===== config.mk =====
export PLATFORM = sky130hd
export DESIGN_NAME = preset_release_sequencer_flat
export DESIGN_NICKNAME = d
export VERILOG_FILES = /design/src/rtl/preset_release_sequencer_pkg.sv /design/src/rtl/preset_release_sequencer_if.sv /design/src/rtl/preset_release_sequencer_sync_chain.sv /design/src/rtl/preset_release_sequencer.sv /design/src/flat_wrapper.sv
export SDC_FILE = /design/constraint.sdc
export NUM_CORES = 1
export LEC_CHECK = 0
export CORE_UTILIZATION = 35
export DETAILED_ROUTE_END_ITERATION = 7
export MAX_ROUTING_LAYER = met4
export SYNTH_ARGS = -nofsm -noshare
export SYNTH_HDL_FRONTEND = slang
export SYNTH_HIERARCHICAL = 1
export SYNTH_SLANG_ARGS = --single-unit

===== constraint.sdc =====
create_clock -name iClock -period 4.1 [get_ports iClock]
set_input_delay 0.615 -clock iClock [delete_from_list [all_inputs] [get_ports iClock]]
set_output_delay 0.615 -clock iClock [all_outputs]
set_load 0.02 [all_outputs]

===== src/rtl/preset_release_sequencer_pkg.sv =====
// preset_release_sequencer_pkg: shared state encoding and default constants
// for the preset release sequencer.
package preset_release_sequencer_pkg;

    typedef enum logic [1:0] {
        PRESET = 2'd0,
        WAIT   = 2'd1,
        DONE   = 2'd2
    } state_e;

    localparam int SYNC_STAGES_DEF = 2;
    localparam int GAP_CYCLES_DEF  = 8;

endpackage


===== src/rtl/preset_release_sequencer_if.sv =====
// preset_release_sequencer_if: soft-preset/hold controls in, sequenced
// per-domain preset lines and status out.
interface preset_release_sequencer_if #(
    parameter int NUM_DOMAINS = 4,
    parameter int IDX_W       = 3
);
    logic                   iSoftPreset;
    logic                   iHold;
    logic [NUM_DOMAINS-1:0] oPresetN;
    logic [IDX_W-1:0]       oReleased;
    logic                   oReady;

    modport master (output iSoftPreset, iHold, input oPresetN, oReleased, oReady);
    modport slave  (input iSoftPreset, iHold, output oPresetN, oReleased, oReady);
endinterface


===== src/rtl/preset_release_sequencer_sync_chain.sv =====
// preset_sync_chain: asserts asynchronously with iPreset, deasserts after
// SYNC_STAGES iClock edges so the release is clock-aligned.
module preset_sync_chain
    import preset_release_sequencer_pkg::*;
#(
    parameter int SYNC_STAGES = SYNC_STAGES_DEF
) (
    input  logic iClock,
    input  logic iPreset,
    output logic release_o
);
    logic [SYNC_STAGES-1:0] sync_q;

    always_ff @(posedge iClock or negedge iPreset) begin
        if (!iPreset) sync_q <= '0;
        else          sync_q <= {sync_q[SYNC_STAGES-2:0], 1'b1};
    end

    assign release_o = sync_q[SYNC_STAGES-1];
endmodule


===== src/rtl/preset_release_sequencer.sv =====
// preset_release_sequencer: releases per-domain active-low presets one at a
// time, GAP_CYCLES apart, after a synchronized deassertion of iPreset.
module preset_release_sequencer
    import preset_release_sequencer_pkg::*;
#(
    parameter int SYNC_STAGES = SYNC_STAGES_DEF,
    parameter int NUM_DOMAINS = 4,
    parameter int GAP_CYCLES  = GAP_CYCLES_DEF,
    parameter int CNT_W       = 8,
    parameter int IDX_W       = 3
) (
    input  logic                      iClock,
    input  logic                      iPreset,
    preset_release_sequencer_if.slave bus
);
    state_e                 state_q;
    logic [CNT_W-1:0]       cnt_q;
    logic [NUM_DOMAINS-1:0] preset_n_q;
    logic [IDX_W-1:0]       released_q;
    logic                   ready_q;
    logic                   sync_release;

    preset_sync_chain #(.SYNC_STAGES(SYNC_STAGES)) u_sync (
        .iClock    (iClock),
        .iPreset   (iPreset),
        .release_o (sync_release)
    );

    always_ff @(posedge iClock or negedge iPreset) begin
        if (!iPreset) begin
            state_q    <= PRESET;
            cnt_q      <= '0;
            preset_n_q <= '0;
            released_q <= '0;
            ready_q    <= 1'b0;
        end else if (state_q == PRESET) begin
            if (sync_release) state_q <= WAIT;
        end else if (bus.iSoftPreset) begin
            state_q    <= WAIT;
            cnt_q      <= '0;
            preset_n_q <= '0;
            released_q <= '0;
            ready_q    <= 1'b0;
        end else if (state_q == WAIT && !bus.iHold) begin
            if (cnt_q == CNT_W'(GAP_CYCLES - 1)) begin
                // released_q doubles as the index of the next domain to free
                preset_n_q <= preset_n_q | (NUM_DOMAINS'(1) << released_q);
                released_q <= released_q + 1'b1;
                cnt_q      <= '0;
                if (released_q == IDX_W'(NUM_DOMAINS - 1)) begin
                    state_q <= DONE;
                    ready_q <= 1'b1;
                end
            end else begin
                cnt_q <= cnt_q + 1'b1;
            end
        end
    end

    assign bus.oPresetN  = preset_n_q;
    assign bus.oReleased = released_q;
    assign bus.oReady    = ready_q;
endmodule


===== src/flat_wrapper.sv =====
// flat-port wrapper written by rule: the top's interface ports become plain ports
module preset_release_sequencer_flat import preset_release_sequencer_pkg::*;
#(
    parameter int SYNC_STAGES = SYNC_STAGES_DEF,
    parameter int NUM_DOMAINS = 4,
    parameter int GAP_CYCLES  = GAP_CYCLES_DEF,
    parameter int CNT_W       = 8,
    parameter int IDX_W       = 3
)
  (iClock, iPreset, bus_iSoftPreset, bus_iHold, bus_oPresetN, bus_oReleased, bus_oReady);
  preset_release_sequencer_if #(.NUM_DOMAINS(NUM_DOMAINS), .IDX_W(IDX_W)) bus_i ();
  input  logic iClock;
  input  logic iPreset;
  input wire logic [$bits(bus_i.iSoftPreset)-1:0] bus_iSoftPreset;
  input wire logic [$bits(bus_i.iHold)-1:0] bus_iHold;
  output wire logic [$bits(bus_i.oPresetN)-1:0] bus_oPresetN;
  output wire logic [$bits(bus_i.oReleased)-1:0] bus_oReleased;
  output wire logic [$bits(bus_i.oReady)-1:0] bus_oReady;
  assign bus_i.iSoftPreset = bus_iSoftPreset;
  assign bus_i.iHold = bus_iHold;
  assign bus_oPresetN = bus_i.oPresetN;
  assign bus_oReleased = bus_i.oReleased;
  assign bus_oReady = bus_i.oReady;
  preset_release_sequencer #(.SYNC_STAGES(SYNC_STAGES), .NUM_DOMAINS(NUM_DOMAINS), .GAP_CYCLES(GAP_CYCLES), .CNT_W(CNT_W), .IDX_W(IDX_W)) u_core (.iClock(iClock), .iPreset(iPreset), .bus(bus_i));
endmodule

==> flow_metrics.tcl, run 1 <==
set metrics [dict create \
    area_delta_synth_final_pct 19.19 \
    fin_crit_ns 2.208 \
    vias_per_cell 5.163 \
    antenna_found_initial 0 \
    cts.path.max_buffers 2 \
    synth_area_per_cell_um2 10.11 \
    core_um2 2567 \
    fin_crit_sh_pct 53.86 \
    n_fill_cell 258 \
    whs_path_depth 0 \
    root_buffer "clkbuf_4" \
    rsz0062_at_grt "false" \
    vias 728 \
    first_global_vias 762 \
    crit_arrival_ns 2.44 \
    drcViolationCount 0 \
    fin_nets 122 \
    grt_max_degree 21 \
    row_count 18 \
    status "finished, final reports clean" \
    grt_usage_pct 13.95 \
    ys_types 32 \
    crit_path_end_kind "flop" \
    slew_headroom_pct 36.20 \
    regArea_um2 500.5 \
    diodes 0 \
    fmax_ghz 0.4529 \
    io_buffers 11 \
    synth_top_cells_by_area "dfrtp_1 51%, ha_1 7.6%, nand2_1 4.9%, nand3_1 4.0%, o21ai_0 4.0%" \
    post_cts_buffers 0 \
    htreeDepth 1 \
    min-delay-start "u_core/u_sync/sync_q[0]$_DFF_PN0_" \
    hold_class "flop to flop" \
    clk_latency_ns 0.30 \
    hold_viol_final 0 \
    die_h_um 55.21 \
    cap_viol_max_count 0 \
    layout-drive-gt1-share_pct 5.405 \
    synth_seq_cells 20 \
    ys_seq_area_share_pct 50.51 \
    setup_tns_ns 0 \
    syn_area_um2 991.0 \
    r2r_setup_slack_ns 2.26 \
    crit_fanout 8 \
    start_kind "input port" \
    reg2reg_depth 4 \
    path_class "input port to flop" \
    setup_viol 0 \
    grt_pass1_wl_um 3339 \
    wirelength_um 1766 \
    path_clk_slew_ns 0.12 \
    gp_congestion 0.8105 \
    ctsResizeCount 0 \
    cts_tree "built" \
    p_leak_nw 0.5117 \
    start_util_pct 38.60 \
    wl_per_cell_um 12.52 \
    yosysWarnings 6 \
    cts-hold-fix-buffers 0 \
    drv_slew 0 \
    synth_cells 98 \
    cts_sinks 20 \
    die_w_um 55.21 \
    hold_end "u_core/u_sync/sync_q[1]$_DFF_PN0_" \
    final_antenna_net_count 0 \
    hold_slack_ns 0.3465 \
    multiInputGateArea_um2 469.2 \
    drt_iter0_markers 7 \
    synth_nets 108 \
    rr_endpoint "u_core/bus.oReleased[1]$_DFFE_PN0P_" \
    required_ns 4.33 \
    synthDominantCellAreaShare_pct 50.51 \
    yosysTopAreaCell "dfrtp_1" \
    ios 12 \
    p_per_area_nw_per_um2 328.6 \
    dieArea_um2 3048 \
    ir_drop_v 0.0002869 \
    detailed_place_hpwl_um 1305 \
    first_pass_iters 2 \
    finalClockSkew_ns 0.01115 \
    worst_pin_slew_ns 0.9436 \
    gr-total-overflow 0 \
    r2r_start "u_core/cnt_q[3]$_DFFE_PN0P_" \
    cts_buffers 3 \
]
## per-stage QoR
step	area, um2	worst slack (ns)	cells	power (mW)	utilization, %
after floorplan	991.0	2.281	98	0.2207	-
after global placement	1129	1.693	137	0.2330	43.96
after detailed placement	1129	1.533	137	0.2329	43.96
after CTS	1181	1.880	141	0.3972	46.00
after global routing	1181	1.791	141	0.4072	46.00
final	1181	1.892	141	0.3881	46.00
## area by class of cell
type / count / share of cell area [%]
timing repair buffer: 11 / 9.322
tap: 30 / 3.178
multi-input combinational: 73 / 39.72
sequential: 20 / 42.37
clock inverter: 1 / 2.542
inverter: 3 / 0.9534
clock buffer: 3 / 1.907
## Yosys cell counts (all sizes together)
cell,number
inv,3
and2,1
nand2,13
nor4b,1
o22a,1
a22o,1
nor3,1
a41oi,3
or2,1
and3,2
buf,2
nand4b,1
nand3b,1
or4,2
nand2b,1
nor2b,3
o21a,1
o31ai,1
ha,6
nor2,5
nand4,1
mux2i,1
o22ai,1
a31oi,1
o21ai,9
o21bai,1
xor2,3
nand3,8
conb,1
dfrtp,20
a21oi,2
## how the worst max path moves through the flow
stage                               start                     endpoint  slack [ns]  cells after the start
final                     bus_iSoftPreset  u_core/cnt_q[5]$_DFFE_PN0P_        1.89                      4
after global routing      bus_iSoftPreset  u_core/cnt_q[5]$_DFFE_PN0P_        1.79                      4
after CTS                 bus_iSoftPreset  u_core/cnt_q[5]$_DFFE_PN0P_        1.88                      4
after detailed placement  bus_iSoftPreset  u_core/cnt_q[5]$_DFFE_PN0P_        1.53                      4
after global placement    bus_iSoftPreset  u_core/cnt_q[7]$_DFFE_PN0P_        1.69                      5
after floorplan           bus_iSoftPreset  u_core/cnt_q[5]$_DFFE_PN0P_        2.28                      4
## cell families after synthesis
family | after synthesis | share of synthesized area, %
buf+inv | 5 | 2.146
fa+ha+maj | 6 | 7.576
other cells | 1 | 0.3784
mux | 1 | 1.010
flops | 20 | 50.51
compound gates | 21 | 13.51
xor+xnor | 3 | 2.652
simple gates | 41 | 22.23
## report_power, final
part	internal, mW	switching, mW
Combinational	0.00888	0.0153
Sequential	0.201	0.00325
Clock	0.0988	0.0607
Total	0.309	0.0792
## per-layer routing
layer	routed length, um	vias up	GRT usage (%)
li1	-	375	-
met1	828	341	16.59
met2	851	10	22.38
met3	73	2	5.152
met4	13	0	3.571
met5	0	-	-
## state kept, by name, indices dropped and copies added, names as in the netlist
| register | flops |
|---|---|
| u_core/u_sync/sync_q | 2 |
| u_core/bus.oReady | 1 |
| u_core/bus.oReleased | 3 |
| u_core/bus.oPresetN | 4 |
| u_core/state_q | 2 |
| u_core/cnt_q | 8 |
## critical path, cell delays in order
cell	delay (ns)
clkdlybuf4s50_1	0.55
nor4b_1	0.88
a41oi_1	0.21
a31oi_1	0.18
## cells in the final DEF, fill, tap and decap left out, drive strengths merged, types with 2 or more instances in the layout
| cell type | count |
|---|---|
| o21ai | 9 |
| ha | 6 |
| nand2 | 13 |
| nor2b | 3 |
| a21oi | 2 |
| nand3 | 8 |
| dfrtp | 20 |
| nor2 | 5 |
| a41oi | 3 |
| xor2 | 3 |
| inv | 3 |
| clkdlybuf4s50 | 11 |
| and3 | 2 |
| or4 | 2 |
| clkbuf | 3 |
Note: power is estimated with default switching activity, not from simulation.
==> inputs of run 2 (changes only) <==
- clock period: 4.1 -> 2.05 ns (I/O delays scaled with it)
==> run 2 against run 1 <==
Final area grew 0.64%. Highest routed layer unchanged. Combinational power increased by 130%. Sequential cell count did not move. Largest cell class unchanged. Global-route usage shrank 0.54 points. Register-to-register slack got worse by 2.0 ns. Critical endpoint is now u_core/bus.oReleased[1]$_DFFE_PN0P_. Clock skew shrank 0.0060 ns. Core utilization up 0.29 points.
==> flow_metrics.tcl, run 2 (synthesized netlist as in run 1, its figures left out) <==
set metrics [dict create \
    status "finished, final reports clean" \
    die_w_um 55.21 \
    largest_register_ffs 8 \
    htreeDepth 1 \
    n_fill_cell 269 \
    die_h_um 55.21 \
    p_leak_nw 0.5229 \
    setup_viol 0 \
    wirelength_um 1839 \
    grt_usage_pct 13.41 \
    finalPower_uw 644.0 \
    start_util_pct 38.60 \
    path_class "flop to flop" \
    hold_slack_ns 0.3353 \
    crit_fanout 7 \
    final_common_cell "dfrtp_1" \
    clk_latency_ns 0.29 \
    core_um2 2567 \
    grt_pass1_wl_um 3215 \
    fin_nets 127 \
    grt_max_degree 21 \
    drv_slew 0 \
    root_buffer "clkbuf_4" \
    required_ns 2.22 \
    fin_crit_sh_pct 88.40 \
    diodes 0 \
    fmax_ghz 0.5518 \
    crit_arrival_ns 1.98 \
    cts_tree "built" \
    reg2reg_depth 4 \
    crit_path_end_kind "flop" \
    setup_tns_ns 0 \
    path_clk_slew_ns 0.11 \
    io_buffers 11 \
    rsz0062_at_grt "false" \
    pre_cts_slack_ns 0.1181 \
    dieArea_um2 3048 \
    drt_iter0_markers 14 \
    setup_ws_ns 0.2378 \
    ir_drop_v 0.0004050 \
    ctsResizeCount 0 \
    gp_congestion 0.7755 \
    cap_viol_max_count 0 \
    p_per_area_nw_per_um2 541.8 \
    cts_buffers 3 \
    post_cts_buffers 0 \
    cts_sinks 20 \
    layout-drive-gt1-share_pct 8.696 \
    start_kind "flop" \
    first_global_vias 721 \
    finalClockSkew_ns 0.005148 \
    top_register "u_core/cnt_q" \
    cts.path.max_buffers 2 \
    hold_viol_final 0 \
    first_pass_iters 4 \
    wl_per_cell_um 12.68 \
    fin_crit_ns 1.812 \
    final_antenna_net_count 0 \
    gr-total-overflow 0 \
    row_count 18 \
    detailed_place_hpwl_um 1387 \
    cts-hold-fix-buffers 0 \
    ios 12 \
    hold_class "input port to asynchronous set/reset pin" \
    mostFrequentLayoutCells "20 x dfrtp_1, 13 x nand2_1, 11 x clkdlybuf4s50_1" \
    antenna_found_initial 0 \
    vias 750 \
    vias_per_cell 5.172 \
    area_delta_synth_final_pct 19.95 \
    drcViolationCount 0 \
]
run 2: report_power, final:
group	switching [mW]	total, mW	internal [mW]
Sequential	0.00676	0.409	0.402
Clock	0.112	0.180	0.0682
Combinational	0.0320	0.0547	0.0227
run 2: per-layer routing:
| metal | wire length [um] | up-vias | global-route usage, % |
|---|---|---|---|
| li1 | - | 383 | - |
| met1 | 914 | 354 | 17.87 |
| met2 | 840 | 11 | 20.83 |
| met3 | 70 | 2 | 3.044 |
| met4 | 14 | 0 | 3.214 |
| met5 | 0 | - | - |
run 2: through the flow:
stage / std cells / cell area (um2) / util (%)
after floorplan: 98 / 991.0 / -
after global placement: 142 / 1166 / 45.42
after detailed placement: 142 / 1166 / 45.42
after CTS: 145 / 1189 / 46.30
after global routing: 145 / 1189 / 46.30
final: 145 / 1189 / 46.30
run 2: path summary, 6_finish.rpt:
check	from	end	slack (ns)
worst max-delay path	u_core/cnt_q[3]$_DFFE_PN0P_	u_core/bus.oReleased[1]$_DFFE_PN0P_	0.24
worst min-delay path	iPreset	u_core/state_q[1]$_DFFE_PN0P_	0.34
worst max register to register	u_core/cnt_q[3]$_DFFE_PN0P_	u_core/bus.oReleased[1]$_DFFE_PN0P_	0.24
worst min register to register	u_core/u_sync/sync_q[0]$_DFF_PN0_	u_core/u_sync/sync_q[1]$_DFF_PN0_	0.38
max in group asynchronous	iPreset	u_core/cnt_q[6]$_DFFE_PN0P_	1.50
min in group iClock	u_core/u_sync/sync_q[0]$_DFF_PN0_	u_core/u_sync/sync_q[1]$_DFF_PN0_	0.38
run 2: final cells by class:
type | count | area, um2 | share of cell area, %
clock buffers | 3 | 22.52 | 1.895
well taps | 30 | 37.54 | 3.158
flip-flops and latches | 20 | 500.5 | 42.11
multi-input cells | 73 | 469.2 | 39.47
inverters | 3 | 11.26 | 0.9474
repair buffers | 16 | 147.6 | 12.42
run 2: worst max-delay path, stage by stage (launching register included):
cell	delay, ns
dfrtp_1	0.45
or4_1	0.59
nor3_4	0.24
o21a_1	0.28
o21ai_0	0.12
